$ cat src/rtl/display_code_encoder.sv
// Serial double-dabble formatter driving four 6-bit seven-segment symbol codes.
// Also emits blank, fixed four-letter messages and prefixed numbers.
module display_code_encoder #(
  parameter int VALUE_W = 6
) (
  input  logic               clk,
  input  logic               reset,
  input  logic               start,
  input  logic [1:0]         mode,
  input  logic [VALUE_W-1:0] value,
  input  logic [1:0]         msg_id,
  output logic               busy,
  output logic               done,
  output logic [5:0]         code3,
  output logic [5:0]         code2,
  output logic [5:0]         code1,
  output logic [5:0]         code0
);

  typedef enum logic [1:0] {IDLE, SHIFT, FORMAT} state_t;

  localparam logic [5:0] BL   = 6'd63;
  localparam logic [3:0] LAST = 4'(VALUE_W - 1);

  state_t             state, next;
  logic [1:0]         mode_q, id_q;
  logic [VALUE_W-1:0] bin;
  logic [15:0]        bcd, adj;
  logic [3:0]         cnt;
  logic [3:0]         th, hu, te, un;
  logic [5:0]         n3, n2, n1, n0;

  assign busy = (state != IDLE);

  always_ff @(posedge clk or posedge reset) begin
    if (reset) state <= IDLE;
    else       state <= next;
  end

  // mode[0] set means a numeric request that needs conversion
  always_comb begin
    next = state;
    unique case (state)
      IDLE:    if (start) next = mode[0] ? SHIFT : FORMAT;
      SHIFT:   if (cnt == LAST) next = FORMAT;
      FORMAT:  next = IDLE;
      default: next = IDLE;
    endcase
  end

  always_comb begin
    for (int i = 0; i < 4; i++) begin
      adj[i*4 +: 4] = (bcd[i*4 +: 4] >= 4'd5) ? bcd[i*4 +: 4] + 4'd3
                                               : bcd[i*4 +: 4];
    end
  end

  assign th = bcd[15:12];
  assign hu = bcd[11:8];
  assign te = bcd[7:4];
  assign un = bcd[3:0];

  always_comb begin
    n3 = BL;
    n2 = BL;
    n1 = BL;
    n0 = BL;
    case (mode_q)
      2'b10: begin
        case (id_q)
          2'd0:    {n3, n2, n1, n0} = {6'd11, 6'd30, 6'd28, 6'd29};
          2'd1:    {n3, n2, n1, n0} = {6'd17, 6'd18, 6'd29, BL};
          2'd2:    {n3, n2, n1, n0} = {6'd28, 6'd29, 6'd10, 6'd34};
          default: {n3, n2, n1, n0} = {6'd25, 6'd30, 6'd28, 6'd17};
        endcase
      end
      2'b01: begin
        n3 = (th != 0) ? {2'b00, th} : BL;
        n2 = ((th | hu) != 0) ? {2'b00, hu} : BL;
        n1 = ((th | hu | te) != 0) ? {2'b00, te} : BL;
        n0 = {2'b00, un};
      end
      2'b11: begin
        n3 = id_q[0] ? 6'd13 : 6'd25;
        if (th != 0) begin
          {n2, n1, n0} = {6'd14, 6'd27, 6'd27};
        end else begin
          n2 = (hu != 0) ? {2'b00, hu} : BL;
          n1 = ((hu | te) != 0) ? {2'b00, te} : BL;
          n0 = {2'b00, un};
        end
      end
      default: ;
    endcase
  end

  always_ff @(posedge clk or posedge reset) begin
    if (reset) begin
      mode_q <= '0;
      id_q   <= '0;
      bin    <= '0;
      bcd    <= '0;
      cnt    <= '0;
      done   <= 1'b0;
      code3  <= BL;
      code2  <= BL;
      code1  <= BL;
      code0  <= BL;
    end else begin
      done <= 1'b0;
      unique case (state)
        IDLE: if (start) begin
          mode_q <= mode;
          id_q   <= msg_id;
          bin    <= value;
          bcd    <= '0;
          cnt    <= '0;
        end
        SHIFT: begin
          {bcd, bin} <= {adj, bin} << 1;
          cnt        <= cnt + 4'd1;
        end
        FORMAT: begin
          code3 <= n3;
          code2 <= n2;
          code1 <= n1;
          code0 <= n0;
          done  <= 1'b1;
        end
        default: ;
      endcase
    end
  end

endmodule

$ cat config.mk
export PLATFORM = sky130hd
export DESIGN_NAME = display_code_encoder
export DESIGN_NICKNAME = d
export VERILOG_FILES = /design/src/rtl/display_code_encoder.sv
export SDC_FILE = /design/constraint.sdc
export NUM_CORES = 1
export LEC_CHECK = 0
export ABC_AREA = 1
export CORE_UTILIZATION = 50
export CTS_CLUSTER_SIZE = 12
export DETAILED_ROUTE_END_ITERATION = 16
export MAX_ROUTING_LAYER = met4
export PLACE_DENSITY = 0.76
export SLEW_MARGIN = 20
export SYNTH_ARGS = -nofsm -noshare
export SYNTH_HDL_FRONTEND = slang
export SYNTH_SLANG_ARGS = --single-unit
$ cat constraint.sdc
create_clock -name clk -period 1.8 [get_ports clk]
set_clock_uncertainty 0.15 [all_clocks]
set_input_delay 0.36 -clock clk [delete_from_list [all_inputs] [get_ports clk]]
set_output_delay 0.36 -clock clk [all_outputs]
set_load 0.01 [all_outputs]
Yosys cells after proc, flatten, opt, wreduce, memory -nomap -nowiden
Index checks and enable logic that the tools add are counted.

cells by class
  bitwise gates (word level) = 3
  multiplexer cells = 32
  add/subtract/negate cells = 5
  equality and inequality tests = 10
  magnitude comparators = 4
  reduce and logical (&&, ||, !) cells = 12

operators by type and width
  kind                 number
  $reduce_bool 32->1   3
  $pmux 6 s3           5
  $mux 6               8
  $pmux 16 s2          1
  $ge 4x3->1 const B   4
  $mux 16              1
  $mux 4               4
  $pmux 4 s2           2
  $pmux 5 s3           1
  $add 4x2->4 const B  3
  $or 4x4->4           3
  $pmux 6 s2           1
  $mux 5               2
  $pmux 5 s2           1
  $eq 2x2->1 const B   4
  $reduce_bool 4->1    2
  $eq 2x1->1 const B   3
  $mux 2               3
  $reduce_and 2->1     3
  $add 4x1->4 const B  1
  $eq 4x3->1 const B   1
  $logic_not 2->1      2
  $ne 2x2->1 const B   2
  $pmux 2 s2           1
  4 further kinds      5

word-level totals
  input bits = 13
  logic and storage cells = 77
  output and inout port bits = 26
  register bits = 57

Longest topological paths before layout
  depth in word-level cells = 5
  mapped depth = 9
  depth with buffers taken out = 9

Worst setup path after synthesis
No wires, ideal clock.

  path type = reg-to-reg
  start = register bcd[8]
  end = register bcd[10]
  setup time = 0.130 ns
  buffers on the path = 0
  period minus slack after synthesis = 1.521 ns
  required time = 1.520 ns
  arrival time = 1.241 ns
  path slack = 0.279 ns
  cell stages (with the launch flop) = 9
  cells stage by stage = dfrtp_1 inv_1 ha_1 inv_1 nor2_1 o21ai_1 nand2_1 o211ai_1 o21ai_0

on the way
  longest elaborated chain between the ends = 3
  elaborated cells between the ends (all ways) = 4
  those cells by class = add/sub (1); order compare (1); mux (2)

RTL lines
  element                                    RTL line  source
  start, declared                            28        logic [15:0] bcd, adj;
  start signal, assigned                     120       {bcd, bin} <= {adj, bin} << 1;
  $add 4x2->4 or $ge 4x3->1 (tied branches)  53        adj[i*4 +: 4] = (bcd[i*4 +: 4] >= 4'd5) ? bcd[i*4 +: 4] + 4'd3
  $mux 4 (*)                                 53
  $pmux 16 s2 (*)                            111       unique case (state)

Every way passes the cells marked *; elsewhere a longest branch is shown, timed or not.
A chain may end at the register's enable or synchronous reset.

Final worst setup path
  start = register bcd[12]
  end = register bcd[14]

on the way
  longest elaborated chain between the ends = 3
  elaborated cells between the ends (all ways) = 4
  those cells by class = add/sub (1); order compare (1); mux (2)

RTL lines
  element                                    RTL line
  $ge 4x3->1 or $add 3x2->3 (tied branches)  53
  $mux 3 (*)                                 53
  $pmux 16 s2 (*)                            111

Marks and branches as above.

==> impl_metrics.yaml <==
outcome:
  status: "complete, no violations"
logic_synthesis:
  synth_largest_area_cell: "dfrtp_1"
  synth_area_leaders: "dfrtp_1 (26%), dfstp_2 (20%), nand2_1 (6.9%)"
  yosysSeqAreaShare_pct: 46.1
  synth-seq-cells: 57
  syn_area_per_cell_um2: 8.62
  syn_area_um2: 3160
  yosysUniqueCellTypes: 43
  yosys.area.top_type_share_pct: 26.1
  netlist_instances: 367
  syn-num-nets: 397
  yosysWarnings: 0
clock_tree:
  clockRootBuffer: "clkbuf_8"
  cts_tree: "built"
  cts_buffers: 9
  clock_latency_ns: 0.34
  h-tree-depth: 3
  cts_num_sinks: 57
  path_clk_slew_ns: 0.06
  cts_hold_buf: 0
  clockBufferDepth: 2
route:
  wl_um: 6980
  avgViaCountPerCell: 5.41
  drt_iter0_markers: 160
  drt-wirelength-per-cell_um: 13.9
  drc: 0
  antenna_left: 0
  num_vias: 2710
  first_pass_iters: 4
timing:
  drv_slew: 0
  slew_headroom_pct: 74.1
  rsz0062_at_grt: "false"
  worstMarginPinSlew_ns: 0.388
  whs_ns: 0.291
  fmax_mhz: 591
  hold_viol: 0
  fin_setup_tns_ns: 0
  setup_viol: 0
  fin_ws_ns: 0.107
  fin_crit_sh_pct: 94.0
  min_period_ns: 1.69
placement:
  dp_slack_ns: 0.0639
  hpwl_um: 5190
  io_buffers: 38
  postPlaceCellArea_um2: 3690
  place_congestion: 0.896
grt:
  grt_pass1_wl_um: 11600
  overflow: 0
  met2_usage_pct: 40.4
  antenna_found_initial: 0
  grt_pass1_vias: 2529
  grt_max_degree: 58
  use_met1_pct: 28.8
  grt_usage_pct: 24.4
  grt_busiest_layer: "met2"
  grt.met3_usage_pct: 5.89
pwr:
  max-vdd-ir-drop_v: 0.000963
  power.leakage_nw: 1.75
  power_density_nw_per_um2: 1610
cells_and_area:
  fillers: 519
  layout-drive-gt1-share_pct: 21.4
  synthToLayoutAreaGrowth_pct: 22.4
  final_common_cell: "nand2_1"
  n_antenna_cell: 0
  layout.nets: 451
  final_area_um2: 3870
  layout_common_cells: "nand2_1 (58), nor2_1 (50), inv_1 (38)"
floorplan:
  fp-row-count: 28
  die_h_um: 81.5
  start_util_pct: 52.5
  die_w_um: 81.5
  core_area_um2: 6030
  pin_count: 39
  dieArea_um2: 6650
worst_setup_path:
  critPathCaptureType: "flop"
  worstSetupPathType: "flop to flop"
  critPathLaunchType: "flop"
  cp_max_fo: 4
  arrival_ns: 1.76
  critPathRequiredTime_ns: 1.86
job:
  max_cap_viol_count: 0
min_path:
  hold_path_class: "input port to async pin"
==> sequential cells by signal, indices dropped and copies added, names as in the netlist, 4 cells and up <==
name,cells
bin,6
code0,6
cnt,4
code1,6
code2,6
bcd,16
code3,6
==> Yosys cell counts, drive strengths merged <==
master,instances
and2,1
nand3,16
xor2,2
or2,1
o22a,1
o21a,1
inv,49
a31oi,2
nor2,57
nor3,2
o221ai,2
a22oi,1
a41oi,1
nand2,70
dfrtp,33
o22ai,13
o211ai,4
buf,9
o21bai,1
xnor2,1
a22o,1
nand4,2
a221oi,2
o32ai,1
ha,17
o21ai,40
dfstp,24
a21oi,13
==> report_power, final <==
group          internal (mW)  leakage [nW]  switching, mW  total (mW)
combinational           1.13         0.964           1.66        2.79
clock                  0.711         0.103          0.497        1.21
sequential              1.91         0.683          0.329        2.24
total                   3.75          1.75           2.49        6.24
==> layout make-up <==
| type | instances | area [um^2] | share of cell area, % |
|---|---|---|---|
| Sequential cell | 57 | 1460 | 37.6 |
| Multi-Input combinational cell | 252 | 1450 | 37.5 |
| Timing Repair Buffer | 52 | 479 | 12.4 |
| Inverter | 49 | 190 | 4.92 |
| Clock buffer | 13 | 159 | 4.11 |
| Tap cell | 75 | 93.8 | 2.43 |
| Clock inverter | 3 | 40.0 | 1.03 |
==> final timing paths <==
check	start	to	slack, ns	cells after the start
min in group clk	code3[3]$_DFFE_PP1P_	code3[3]$_DFFE_PP1P_	0.32	2
min reg2reg	code3[3]$_DFFE_PP1P_	code3[3]$_DFFE_PP1P_	0.32	2
max	bcd[12]$_DFFE_PP0P_	bcd[14]$_DFFE_PP0P_	0.11	7
max reg2reg	bcd[12]$_DFFE_PP0P_	bcd[14]$_DFFE_PP0P_	0.11	7
max in group asynchronous	reset	code0[1]$_DFFE_PP1P_	0.91	3
min	reset	done$_DFF_PP0_	0.29	3
==> metrics by stage <==
stage | total power, mW | cells | util [%]
finish | 6.24 | 501 | 64.2
global route | 6.74 | 501 | 64.2
CTS | 6.27 | 501 | 64.2
detailed placement | 5.21 | 483 | 61.2
floorplan | 4.16 | 367 | -
global placement | 5.12 | 483 | 61.2
==> layer usage <==
layer / vias to the layer above / share of wire [%]
li1: 1317 / -
met1: 1298 / 45
met2: 78 / 48
met3: 17 / 4.4
met4: 0 / 2.5
met5: - / 0
==> repair_timing <==
action,4_1_cts,5_1_grt
setup endpoints to repair,25,2
resized for setup,25,2
setup buffers,2,0
==> cell families after synthesis <==
| family | synth area share (%) |
|---|---|
| xor gates and xnor gates | 0.831 |
| and+or+nand+nor | 21.9 |
| AOI/OAI and AO/OA | 16.4 |
| adders and majority gates | 6.73 |
| buffers and inverters | 8.07 |
| DFF | 46.1 |
==> critical path, cell delays in order (launching register included) <==
cell and delay, ns:
dfrtp_1 0.41, inv_1 0.13, ha_1 0.22, inv_1 0.07
a21oi_1 0.16, nand2_1 0.12, o21ai_0 0.21, o22ai_1 0.10
(Power assumes the default switching activity.)
